$ cat config.mk
export PLATFORM = sky130hd
export DESIGN_NAME = binary_mac_accumulator_flat
export DESIGN_NICKNAME = d
export VERILOG_FILES = /design/src/rtl/cnn_pkg.sv /design/src/rtl/binary_mac_accumulator_if.sv /design/src/rtl/kernel_counter.sv /design/src/rtl/binary_mac_accumulator.sv /design/src/flat_wrapper.sv
export SDC_FILE = /design/constraint.sdc
export NUM_CORES = 1
export LEC_CHECK = 0
export CORE_MARGIN = 2
export CORE_UTILIZATION = 39
export DETAILED_ROUTE_END_ITERATION = 10
export HOLD_SLACK_MARGIN = 0.1
export SLEW_MARGIN = 20
export SYNTH_ARGS = -nofsm -noshare
export SYNTH_HDL_FRONTEND = slang
export SYNTH_HIERARCHICAL = 1
export SYNTH_SLANG_ARGS = --single-unit
$ cat constraint.sdc
create_clock -name clk -period 3.2 [get_ports clk]
set_input_delay 0.48 -clock clk [delete_from_list [all_inputs] [get_ports clk]]
set_output_delay 0.48 -clock clk [all_outputs]
set_load 0.05 [all_outputs]
$ cat src/rtl/cnn_pkg.sv
`default_nettype none
// +----------------------------------------------------------------------------+
// | Package     : cnn_pkg                                                      |
// | Description : Shared types and helpers for the binary conv datapath:       |
// |               accumulator FSM state encoding, accumulator width rule and   |
// |               a generic sign-extension helper.                             |
// | Revision    : 1.0 - initial release                                        |
// +----------------------------------------------------------------------------+
package cnn_pkg;

  // ACCUM collects beats of the current window; HOLD presents a finished sum.
  typedef enum logic [0:0] {
    ACCUM = 1'b0,
    HOLD  = 1'b1
  } acc_state_t;

  // Working width of the sign-extension helper; accumulators wider than this
  // are not supported by sign_extend().
  localparam int c_sext_width = 64;

  // Width that holds KERNEL_SIZE worst-case products without wrapping.
  function automatic int acc_width(input int bits, input int k);
    return bits + $clog2(k);
  endfunction

  // Treats the low 'bits' bits of 'value' as two's complement and returns
  // them sign-extended to the full helper width. Callers truncate the result
  // to their own width.
  function automatic logic [c_sext_width-1:0] sign_extend(
    input logic [c_sext_width-1:0] value,
    input int                      bits
  );
    logic signed [c_sext_width-1:0] v;
    v = signed'(value << (c_sext_width - bits));
    return v >>> (c_sext_width - bits);
  endfunction

endpackage
`default_nettype wire

$ cat src/rtl/binary_mac_accumulator_if.sv
`default_nettype none
// +----------------------------------------------------------------------------+
// | Interface   : binary_mac_accumulator_if                                    |
// | Description : Product input stream, window-sum output stream and the       |
// |               synchronous partial-window abort of the MAC accumulator.     |
// |               master = upstream/downstream environment, slave = block.     |
// | Revision    : 1.0 - initial release                                        |
// +----------------------------------------------------------------------------+
interface binary_mac_accumulator_if
  import cnn_pkg::*;
#(
  parameter int BIT_SIZE = 32,
  parameter int ACC_SIZE = acc_width(BIT_SIZE, 9)
) ();

  logic                i_clear;
  logic [BIT_SIZE-1:0] in_data;
  logic                in_valid;
  logic                in_ready;
  logic [ACC_SIZE-1:0] out_data;
  logic                out_valid;
  logic                out_ready;

  modport master (
    output i_clear,
    output in_data,
    output in_valid,
    input  in_ready,
    input  out_data,
    input  out_valid,
    output out_ready
  );

  modport slave (
    input  i_clear,
    input  in_data,
    input  in_valid,
    output in_ready,
    output out_data,
    output out_valid,
    input  out_ready
  );

endinterface
`default_nettype wire

$ cat src/rtl/kernel_counter.sv
`default_nettype none
// +----------------------------------------------------------------------------+
// | Module      : kernel_counter                                               |
// | Description : Beat position within a window, counting 0..KERNEL_SIZE-1.   |
// |               Wraps to 0 after the last beat; synchronous clear wins over  |
// |               increment. Flags the first and the last beat position.       |
// | Revision    : 1.0 - initial release                                        |
// +----------------------------------------------------------------------------+
module kernel_counter #(
  parameter int KERNEL_SIZE = 9
) (
  input  wire logic clk,
  input  wire logic res_n,
  input  wire logic i_clear,
  input  wire logic i_inc,
  output logic      o_first,
  output logic      o_last
);

  // A one-beat window still needs a 1-bit register to stay legal.
  localparam int c_cnt_width = (KERNEL_SIZE > 1) ? $clog2(KERNEL_SIZE) : 1;
  localparam logic [c_cnt_width-1:0] c_last_value = c_cnt_width'(KERNEL_SIZE - 1);
  localparam logic [c_cnt_width-1:0] c_one        = c_cnt_width'(1);

  logic [c_cnt_width-1:0] r_count;

  // Position counter: clear aborts the window, otherwise advance and wrap.
  always_ff @(posedge clk or negedge res_n) begin
    if (!res_n) begin
      r_count <= '0;
    end else if (i_clear) begin
      r_count <= '0;
    end else if (i_inc) begin
      r_count <= o_last ? '0 : (r_count + c_one);
    end
  end

  assign o_first = (r_count == '0);
  assign o_last  = (r_count == c_last_value);

endmodule
`default_nettype wire

$ cat src/rtl/binary_mac_accumulator.sv
`default_nettype none
// +----------------------------------------------------------------------------+
// | Module      : binary_mac_accumulator                                       |
// | Description : Sums KERNEL_SIZE signed +/-1-weight products per window and  |
// |               presents each window sum on a valid/ready output. A new      |
// |               window may start in the same cycle the previous sum is       |
// |               consumed, so back-to-back windows have no bubble.            |
// |               Build option: define BMAC_RELU_EN to clamp negative window   |
// |               sums to zero when they are loaded into the output register.  |
// | Revision    : 1.0 - initial release                                        |
// +----------------------------------------------------------------------------+
module binary_mac_accumulator
  import cnn_pkg::*;
#(
  parameter int BIT_SIZE    = 32,
  parameter int KERNEL_SIZE = 9,
  // Must be >= BIT_SIZE and <= 64; the default is just wide enough for
  // KERNEL_SIZE worst-case products of either sign.
  parameter int ACC_SIZE    = acc_width(BIT_SIZE, KERNEL_SIZE)
) (
  input  wire logic               clk,
  input  wire logic               res_n,
  binary_mac_accumulator_if.slave bus
);

  acc_state_t          r_state;
  acc_state_t          w_next_state;
  logic [ACC_SIZE-1:0] r_acc;
  logic [ACC_SIZE-1:0] r_out_data;
  logic [ACC_SIZE-1:0] w_term;
  logic [ACC_SIZE-1:0] w_sum;
  logic [ACC_SIZE-1:0] w_result;
  logic                w_in_ready;
  logic                w_beat;
  logic                w_load_out;
  logic                w_first;
  logic                w_last;

  // While a sum is held, input is only taken in the cycle that sum is
  // consumed, which is what lets the next window start without a bubble.
  assign w_in_ready = (r_state == ACCUM) || bus.out_ready;

  // A beat counts only when handshaken and not cancelled by a clear.
  assign w_beat = bus.in_valid && w_in_ready && !bus.i_clear;

  // Product sign-extended to accumulator width.
  assign w_term = ACC_SIZE'(sign_extend(c_sext_width'(bus.in_data), BIT_SIZE));

  // First beat of a window restarts the sum instead of adding to stale data.
  assign w_sum = (w_first ? '0 : r_acc) + w_term;

`ifdef BMAC_RELU_EN
  // Negative window sums leave the block as zero.
  assign w_result = w_sum[ACC_SIZE-1] ? '0 : w_sum;
`else
  assign w_result = w_sum;
`endif

  kernel_counter #(
    .KERNEL_SIZE (KERNEL_SIZE)
  ) u_kernel_counter (
    .clk     (clk),
    .res_n   (res_n),
    .i_clear (bus.i_clear),
    .i_inc   (w_beat),
    .o_first (w_first),
    .o_last  (w_last)
  );

  // Next-state and output-load decode.
  always_comb begin
    w_next_state = r_state;
    w_load_out   = 1'b0;
    case (r_state)
      ACCUM: begin
        if (w_beat && w_last) begin
          w_load_out   = 1'b1;
          w_next_state = HOLD;
        end
      end
      HOLD: begin
        // Any beat taken here implies out_ready, so the held sum is gone.
        // With a one-beat window that beat is itself a finished sum.
        if (bus.out_ready) begin
          if (w_beat && w_last) begin
            w_load_out   = 1'b1;
            w_next_state = HOLD;
          end else begin
            w_next_state = ACCUM;
          end
        end
      end
      default: begin
        w_next_state = ACCUM;
      end
    endcase
  end

  // FSM state register.
  always_ff @(posedge clk or negedge res_n) begin
    if (!res_n) begin
      r_state <= ACCUM;
    end else begin
      r_state <= w_next_state;
    end
  end

  // Running window sum; a clear abandons the partial window.
  always_ff @(posedge clk or negedge res_n) begin
    if (!res_n) begin
      r_acc <= '0;
    end else if (bus.i_clear) begin
      r_acc <= '0;
    end else if (w_beat) begin
      r_acc <= w_sum;
    end
  end

  // Output register captures the completed window sum; stable while held.
  always_ff @(posedge clk or negedge res_n) begin
    if (!res_n) begin
      r_out_data <= '0;
    end else if (w_load_out) begin
      r_out_data <= w_result;
    end
  end

  assign bus.in_ready  = w_in_ready;
  assign bus.out_data  = r_out_data;
  assign bus.out_valid = (r_state == HOLD);

endmodule
`default_nettype wire

$ cat src/flat_wrapper.sv
// flat-port wrapper written by rule: the top's interface ports become plain ports
module binary_mac_accumulator_flat import cnn_pkg::*;
#(
  parameter int BIT_SIZE    = 32,
  parameter int KERNEL_SIZE = 9,
                                                                       
                                                    
  parameter int ACC_SIZE    = acc_width(BIT_SIZE, KERNEL_SIZE)
)
  (clk, res_n, bus_i_clear, bus_in_data, bus_in_valid, bus_in_ready, bus_out_data, bus_out_valid, bus_out_ready);
  binary_mac_accumulator_if #(.BIT_SIZE(BIT_SIZE), .ACC_SIZE(ACC_SIZE)) bus_i ();
  input  wire logic clk;
  input  wire logic res_n;
  input wire logic [$bits(bus_i.i_clear)-1:0] bus_i_clear;
  input wire logic [$bits(bus_i.in_data)-1:0] bus_in_data;
  input wire logic [$bits(bus_i.in_valid)-1:0] bus_in_valid;
  output wire logic [$bits(bus_i.in_ready)-1:0] bus_in_ready;
  output wire logic [$bits(bus_i.out_data)-1:0] bus_out_data;
  output wire logic [$bits(bus_i.out_valid)-1:0] bus_out_valid;
  input wire logic [$bits(bus_i.out_ready)-1:0] bus_out_ready;
  assign bus_i.i_clear = bus_i_clear;
  assign bus_i.in_data = bus_in_data;
  assign bus_i.in_valid = bus_in_valid;
  assign bus_in_ready = bus_i.in_ready;
  assign bus_out_data = bus_i.out_data;
  assign bus_out_valid = bus_i.out_valid;
  assign bus_i.out_ready = bus_out_ready;
  binary_mac_accumulator #(.BIT_SIZE(BIT_SIZE), .KERNEL_SIZE(KERNEL_SIZE), .ACC_SIZE(ACC_SIZE)) u_core (.clk(clk), .res_n(res_n), .bus(bus_i));
endmodule
Word level (Yosys, flattened, before mapping). Index checks and enable logic that the tools add are counted.

$add $sub $neg: 2. Equal/unequal tests: 1. Multiplexer cells: 11. Bitwise gates (word level): 1. Reductions and logical operators: 7.

Operator list (count): 2-to-1 mux 36 bit (3); adder 36 bit (1); 2-to-1 mux 4 bit (3); adder 4 x 1 -> 4 bit (second input constant) (1); equality test 4 bit (second input constant) (1); zero test 4 bit (1); case mux 1 bit (2 select lines) (2); logical AND 1 bit (3); 2-to-1 mux 1 bit (3); nonzero test 2 bit (1); zero test 1 bit (1); logical OR 1 bit (1); NOT 1 bit (1).

Register bits: 77. Input bits: 37. Word-level logic and storage cells: 26.

Logic depth before layout (Yosys ltp). Gate-level depths: netlist (run 1).

Word-level depth: 8. Depth in mapped cells: 16. Depth with buffers taken out: 15.

Cells and area by module. Netlist (run 1), hierarchy kept.

By module, submodules not included: binary_mac_accumulator (instances 1, cells each 509, area an instance 4906.0 um^2, sequential area each 1826.8 um^2); kernel_counter (instances 1, cells each 26, area an instance 246.5 um^2, sequential area each 100.1 um^2).

Worst setup path before layout (run 1). Ideal clock, no wire load.

Path type: reg2reg. Start point: reg u_core.u_kernel_counter.r_count[0]. End point: reg u_core.r_out_data[28], in the netlist u_core/bus.out_data[28]. Setup time: 125 ps. Data arrival time: 3366 ps. Data required time: 3075 ps. Slack: -291 ps. Stages on the path, launching flop included: 16. Period minus slack after synthesis: 3491 ps. Cell sequence: dfrtp_1 -> inv_1 -> ha_1 -> nor3b_1 -> clkbuf_1 -> nor2b_1 -> ha_1 -> buf_2 -> a21oi_1 -> nor2_1 -> o311ai_2 -> nand3_2 -> a32oi_2 -> o221ai_1 -> xor2_1 -> mux2_2.

RTL lines: from (decl) (RTL line kernel_counter.sv:25) `logic [c_cnt_width-1:0] r_count;`; from (signal assigned) (RTL line kernel_counter.sv:34) `r_count <= o_last ? '0 : (r_count + c_one);`; zero test 4 bit (RTL line kernel_counter.sv:38) `assign o_first = (r_count == '0);`; net u_core.w_first (RTL line binary_mac_accumulator.sv:36) `logic w_first;`; 2-to-1 mux 36 bit (RTL line binary_mac_accumulator.sv:50) `assign w_sum = (w_first ? '0 : r_acc) + w_term;`; adder 36 bit (RTL line binary_mac_accumulator.sv:50); to (signal assigned) (RTL line binary_mac_accumulator.sv:124) `r_out_data <= w_result;`; to (decl) (RTL line binary_mac_accumulator.sv:29) `logic [ACC_SIZE-1:0] r_out_data;`.

The timed path passes the listed nets, and every way through them passes these cells. A chain may end at the register's enable or synchronous reset.

Worst setup path in the final report (run 1).
Start point: reg u_core.u_kernel_counter.r_count[1]. End point: reg u_core.r_out_data[32], in the netlist u_core/bus.out_data[32].

Same word-level chain as after synthesis.

==> results of run 1 <==
## synthesized netlist by cell type, types with 2 or more instances
| cell | n |
|---|---|
| a2111o_1 | 2 |
| a2111oi_0 | 2 |
| a211o_1 | 2 |
| a211oi_1 | 4 |
| a21o_1 | 14 |
| a21oi_1 | 33 |
| a22o_1 | 29 |
| a31oi_1 | 7 |
| and3_1 | 4 |
| buf_2 | 14 |
| clkbuf_1 | 16 |
| dfrtp_1 | 77 |
| ha_1 | 37 |
| inv_1 | 15 |
| mux2_2 | 30 |
| nand2_1 | 46 |
| nand2b_1 | 5 |
| nand3_1 | 7 |
| nand4_1 | 13 |
| nor2_1 | 22 |
| nor2b_1 | 37 |
| nor3_1 | 10 |
| o21a_1 | 3 |
| o21ai_0 | 27 |
| o21ai_1 | 6 |
| o21ai_2 | 2 |
| o21bai_1 | 4 |
| o31ai_1 | 3 |
| xnor2_1 | 11 |
| xor2_1 | 22 |
## timing repair
item / CTS / global route
cloned: 0 / 2
buffers inserted: 3 / 16
setup endpoints to repair: 28 / 44
pin swaps: 13 / 31
endpoints found under the hold margin: 0 / 0
resized for setup: 21 / 90
## per-stage QoR
stage	instances	instance area (sq um)	TNS [ns]
floorplan	535	5180	-0.0249
global placement	816	6500	-0.387
detailed placement	816	6500	-1.68
CTS	835	6920	-0.142
global route	852	7590	-2.51
finish	852	7590	-0.237
## state kept, by name, indices dropped and copies added, names as in the netlist
name	count
u_core/bus.out_valid	1
u_core/bus.out_data	36
u_core/u_kernel_counter/r_count	4
u_core/r_acc	36
## kinds of logic (layout without fill, tap and decap cells)
kind of cell,Yosys count,in the layout,synth area share [%]
buffers and inverters,45,190,3.62
xor gates and xnor gates,33,33,5.61
adders and majority gates,38,38,9.37
AOI/OAI and AO/OA,155,155,21.4
and+or+nand+nor,156,156,15.9
DFF,77,77,37.4
muxes,31,31,6.75
## cell usage in the layout (no fill, tap or decap), types with 5 or more instances in the layout
master           count
dfrtp_1             77
clkdlybuf4s50_1     73
buf_4               72
nand2_1             42
nor2b_1             30
a22o_1              29
mux2_2              26
o21ai_0             25
ha_1                24
a21oi_1             22
nor2_1              18
xor2_1              18
a21o_1              14
nand4_1             13
inv_1               12
clkbuf_16           11
a21oi_2             11
ha_4                 9
xnor2_1              8
nand3_1              7
buf_6                7
nor3_2               6
a31oi_1              5
o21ai_2              5
nor2_2               5
## worst max-delay path, delay by kind of cell (launching register included)
family          cells  cell delay [ns]
flops               1             0.36
fa+ha+maj           3             0.65
simple gates        4             0.53
compound gates      4             0.89
buf+inv             4             0.34
mux                 1             0.28
xor+xnor            1             0.12
## layer usage
metal	part of all wire [%]	global-route usage, %
met1	45	25.0
met2	51	32.2
met3	2.7	3.88
met4	1.3	6.77
met5	0	0
## layout make-up
type | instances | area [sq um]
Clock inverter | 4 | 70.1
Clock buffer | 12 | 256
Multi-Input combinational cell | 413 | 3570
Tap cell | 172 | 215
Fill cell | 1080 | 5180
Inverter | 15 | 56.3
Sequential cell | 77 | 1930
Timing Repair Buffer | 159 | 1500
## worst max path at each step
stage | from | to | slack, ns
CTS | u_core/u_kernel_counter/r_count[0]$_DFFE_PN0P_ | u_core/bus.out_data[33]$_DFFE_PN0P_ | -0.05
global route | u_core/u_kernel_counter/r_count[1]$_DFFE_PN0P_ | u_core/bus.out_data[32]$_DFFE_PN0P_ | -0.22
finish | u_core/u_kernel_counter/r_count[1]$_DFFE_PN0P_ | u_core/bus.out_data[32]$_DFFE_PN0P_ | -0.11
floorplan | u_core/u_kernel_counter/r_count[0]$_DFFE_PN0P_ | u_core/bus.out_data[32]$_DFFE_PN0P_ | -0.02
global placement | u_core/u_kernel_counter/r_count[0]$_DFFE_PN0P_ | u_core/bus.out_data[28]$_DFFE_PN0P_ | -0.09
detailed placement | u_core/u_kernel_counter/r_count[0]$_DFFE_PN0P_ | u_core/bus.out_data[33]$_DFFE_PN0P_ | -0.19
## power by group through the flow
stage,logic (uW),registers [uW],clock network [uW]
finish,567,1030,1120
global route,618,1030,1180
CTS,470,1030,1150
detailed placement,458,1040,0
global placement,452,1040,0
floorplan,259,1040,0
==> impl_metrics.json, run 1 <==
{
  "status": "finished, violations left",
  "violations": "negative setup slack",
  "area_growth_pct": 47.3,
  "die-height_um": 119,
  "clockPowerShare_pct": 41.2,
  "synth_cells": 535,
  "placementRows": 41,
  "gr-total-overflow": 0,
  "avgSynthCellArea_sq_um": 9.63,
  "synth_edf_count": 0,
  "post_drt_via_cell_ratio": 5.32,
  "ys_ff_latch": 77,
  "r2r_end": "u_core/bus.out_data[32]$_DFFE_PN0P_",
  "ys.flop_type": "dfrtp_1",
  "fin_util_pct": 59.4,
  "syn_area_sq_um": 5150,
  "insertion_delay_ns": 0.35,
  "timing.hold.ws_ns": 0.0628,
  "p_int_uw": 2010,
  "wl_per_cell_um": 16.3,
  "rr_worst_depth": 17,
  "hp-class": "input pin to async pin",
  "worstPathCellList": "inv_2 -> ha_4 -> nor3b_4 -> buf_12 -> buf_6 -> nor2b_4 -> ha_4 -> inv_2 -> fa_2 -> nor2b_4 -> o2111ai_2 -> a2111o_1 -> nand3_4 -> a32oi_4 -> o31ai_2 -> xor2_1 -> mux2_4",
  "power.switching_uw": 699,
  "setup_viol": 6,
  "path_max_fanout": 6,
  "synth_cell_types": 61,
  "p_total_uw": 2710,
  "gp_congestion": 0.865,
  "drtPass1Iterations": 4,
  "core_area_sq_um": 12800,
  "drc": 0,
  "timing.final.hold_violations": 0,
  "switching_share_pct": 25.8,
  "fin_worst_skew_ns": 0.00502,
  "r2r_setup_slack_ns": -0.11,
  "rsz0062_at_grt": "true",
  "setup_ws_ns": -0.109,
  "timing.rr.start": "u_core/u_kernel_counter/r_count[1]$_DFFE_PN0P_",
  "synth_fp_nets": 610,
  "clockRootBuffer": "clkbuf_16",
  "start_kind": "flop",
  "vias": 4531,
  "synth.top_cell.area_share_pct": 37.4,
  "grt_pass1_vias": 4590,
  "num_antenna_cells": 0,
  "synth_top_area_cell": "dfrtp_1",
  "period_needed_ns": 3.31,
  "grt_pass1_wl_um": 22200,
  "dp_hpwl_um": 9790,
  "ys_warn_count": 6,
  "power_leakage_uw": 0.00353,
  "cap_violations": 0,
  "power.share.combinational_pct": 20.9,
  "antenna_left": 0,
  "slew_headroom_pct": 65.9,
  "max_stage_delay_ns": 0.45,
  "tightest_slew_ns": 0.509,
  "clock_path_buffers": 2,
  "async_reset_ff_share_pct": 100,
  "finalMaxSlewViolations": 0,
  "drive_above_1_share_pct": 33.2,
  "ios": 75,
  "seq_area_frac_synth_pct": 37.4,
  "cts.sinks": 77,
  "crit_arrival_ns": 3.54,
  "grt_max_degree": 78,
  "critPathSlowestCell": "a2111o_1",
  "period_share_pct": 103,
  "antenna_found_initial": 0,
  "port-buffer-count": 74,
  "pre_cts_slack_ns": -0.188,
  "routed_wl_um": 13900,
  "grtUsageTotal_pct": 19.4,
  "die_width_um": 119,
  "cts.clk_slew.worst_paths_ns": 0.06,
  "start_util_pct": 40.3,
  "criticalPathCategory": "flop to flop",
  "fmax_ghz": 0.302,
  "drt_first_iter_violations": 223,
  "cp-end-kind": "flop",
  "required_ns": 3.43,
  "htreeDepth": 3,
  "cts_tree": "yes",
  "seq_power_share_pct": 37.9,
  "dieArea_sq_um": 14100,
  "netlist_top_cells_area": "dfrtp_1, ha_1, mux2_2, a22o_1, nor2b_1",
  "ir_drop_mv": 0.297,
  "cts_made_buffers": 9,
  "holdBufCountCts": 0,
  "nets": 750,
  "powerDensity_nw_per_um2": 358
}
Note: power is estimated with default switching activity, not from simulation.
==> run 2, diff against run 1 <==
--- a/config.mk
+++ b/config.mk
@@ -5,6 +5,7 @@
 export SDC_FILE = /design/constraint.sdc
 export NUM_CORES = 1
 export LEC_CHECK = 0
+export CORE_ASPECT_RATIO = 0.7
 export CORE_MARGIN = 2
 export CORE_UTILIZATION = 39
 export DETAILED_ROUTE_END_ITERATION = 10
==> run 2 against run 1 <==
Compared with the run above:
- the flow still finishes with violations (negative setup slack)
- core utilization is 1.8 points lower
- non-clock buffer count is 8 higher
- flip-flop and latch count stayed put
- hold slack better by 0.24 ns
- clock skew is 0.0014 ns higher
- combinational power is 1% lower
- critical path depth is 1 lower
- cell area is 0.99% lower
- die area is 0.10% higher
- largest cell class unchanged
- largest power group unchanged
==> impl_metrics.json, run 2 (synthesis gave the netlist of run 1 again) <==
{
  "nets": 758,
  "grt_pass1_wl_um": 23500,
  "final_common_cell": "buf_4",
  "cap_violations": 0,
  "criticalPathCategory": "flop to flop",
  "insertion_delay_ns": 0.34,
  "fin_worst_skew_ns": 0.00640,
  "tightest_slew_ns": 0.968,
  "cp-end-kind": "flop",
  "wl_per_cell_um": 17.1,
  "fin_cells": 854,
  "power.switching_uw": 734,
  "crit_arrival_ns": 3.61,
  "core_area_sq_um": 13100,
  "clockPowerShare_pct": 41.2,
  "r2r_setup_slack_ns": -0.19,
  "dp_hpwl_um": 9940,
  "pre_cts_slack_ns": -0.132,
  "ios": 75,
  "hp-class": "input pin to async pin",
  "placed_cells": 813,
  "drt_first_iter_violations": 199,
  "cts.sinks": 77,
  "rr_worst_depth": 16,
  "vias": 4620,
  "critPathSlowestCell": "a2111oi_1",
  "dieArea_sq_um": 14200,
  "clockRootBuffer": "clkbuf_16",
  "finalMaxSlewViolations": 0,
  "grt_max_degree": 78,
  "timing.rr.start": "u_core/u_kernel_counter/r_count[0]$_DFFE_PN0P_",
  "start_kind": "flop",
  "power_leakage_uw": 0.00353,
  "area_growth_pct": 45.8,
  "drc": 0,
  "ir_drop_mv": 0.251,
  "slew_headroom_pct": 35.5,
  "num_antenna_cells": 0,
  "antenna_found_initial": 0,
  "cts.clk_slew.worst_paths_ns": 0.06,
  "grt_pass1_vias": 4659,
  "die_width_um": 141,
  "holdBufCountCts": 0,
  "max_stage_delay_ns": 0.38,
  "timing.final.hold_violations": 0,
  "cts_tree": "yes",
  "rsz0062_at_grt": "true",
  "violations": "negative setup slack",
  "htreeDepth": 3,
  "setup_ws_ns": -0.187,
  "required_ns": 3.43,
  "setup_viol": 26,
  "cts_made_buffers": 9,
  "start_util_pct": 39.5,
  "routed_wl_um": 14600,
  "tns_ns": -1.85,
  "gp_congestion": 0.896,
  "antenna_left": 0,
  "port-buffer-count": 74,
  "worstPathCellList": "inv_1 -> ha_2 -> nor3b_4 -> buf_12 -> buf_6 -> buf_4 -> nor2b_1 -> ha_2 -> a21oi_1 -> o21ai_0 -> a21oi_2 -> nor2_1 -> a2111oi_1 -> a21oi_1 -> xor2_1 -> mux2_2",
  "r2r_end": "u_core/bus.out_data[34]$_DFFE_PN0P_",
  "grtUsageTotal_pct": 20.7,
  "seq_power_share_pct": 38.1,
  "post_drt_via_cell_ratio": 5.41,
  "drive_above_1_share_pct": 32.4,
  "status": "finished, violations left",
  "gr-total-overflow": 0,
  "switching_share_pct": 27.2,
  "period_share_pct": 106,
  "period_needed_ns": 3.39,
  "clock_path_buffers": 2,
  "powerDensity_nw_per_um2": 359,
  "timing.hold.ws_ns": 0.305,
  "die-height_um": 100,
  "p_int_uw": 1960,
  "mostFrequentLayoutCells": "buf_4, dfrtp_1, clkdlybuf4s50_1",
  "placementRows": 35,
  "drtPass1Iterations": 5,
  "fmax_ghz": 0.295,
  "power.share.combinational_pct": 20.8,
  "fill_cells": 1121,
  "path_max_fanout": 5
}
-- run 2: cell types whose count changed in the layout (fill, tap and decap cells not counted), moves of 3 or more --
cell        delta
clkinvlp_4     +3
buf_4          +7
ha_4           -5
ha_1           +4
-- run 2: layout make-up --
class	instances	area [sq um]	area share, %
multi-input combinational	413	3480	46.3
sequential	77	1930	25.6
timing repair buffer	167	1530	20.4
clock buffer	10	229	3.05
tap	166	208	2.76
clock inverter	6	87.6	1.17
inverter	15	56.3	0.749
-- run 2: layer usage --
metal	GRT usage (%)	part of all wire, %	up-vias
met4	4.15	1.0	0
met5	0	0	-
met3	4.39	4.6	18
li1	-	-	2228
met2	31.7	44	108
met1	30.3	50	2266
-- run 2: repair_timing --
action                     in CTS  in global routing
setup endpoints to repair      33                 46
setup buffers                   7                 17
pin swaps                       5                 41
gates cloned                    1                  1
gates resized for setup        20                 77
-- run 2: how the worst max path moves through the flow --
stage                                                        start                                   to  slack (ns)  cells after the start
global placement    u_core/u_kernel_counter/r_count[0]$_DFFE_PN0P_  u_core/bus.out_data[33]$_DFFE_PN0P_       -0.07                     16
floorplan           u_core/u_kernel_counter/r_count[0]$_DFFE_PN0P_  u_core/bus.out_data[32]$_DFFE_PN0P_       -0.02                     16
detailed placement  u_core/u_kernel_counter/r_count[0]$_DFFE_PN0P_  u_core/bus.out_data[33]$_DFFE_PN0P_       -0.13                     15
global route        u_core/u_kernel_counter/r_count[0]$_DFFE_PN0P_  u_core/bus.out_data[34]$_DFFE_PN0P_       -0.31                     18
CTS                 u_core/u_kernel_counter/r_count[0]$_DFFE_PN0P_  u_core/bus.out_data[33]$_DFFE_PN0P_       -0.16                     15
finish              u_core/u_kernel_counter/r_count[0]$_DFFE_PN0P_  u_core/bus.out_data[34]$_DFFE_PN0P_       -0.19                     16
-- run 2: stage by stage --
| step | utilization, % | instance area (sq um) | power [uW] |
|---|---|---|---|
| after floorplan | - | 5180 | 1300 |
| after global placement | 50.0 | 6530 | 1500 |
| after detailed placement | 50.0 | 6530 | 1500 |
| after CTS | 53.6 | 6990 | 2650 |
| after global routing | 57.6 | 7510 | 2810 |
| final | 57.6 | 7510 | 2700 |
-- run 2: power by group through the flow --
stage | logic, uW | registers (uW) | clock network [uW]
floorplan | 259 | 1040 | 0
global placement | 455 | 1040 | 0
detailed placement | 461 | 1040 | 0
CTS | 489 | 1030 | 1130
global route | 608 | 1030 | 1180
finish | 561 | 1030 | 1110
-- run 2: critical path, delay by kind of cell (launching register included) --
family          cells  cell delay, ns
mux                 1            0.27
flops               1            0.35
simple gates        3            0.43
compound gates      5            1.04
buf+inv             4            0.45
xor+xnor            1            0.17
fa+ha+maj           2            0.54
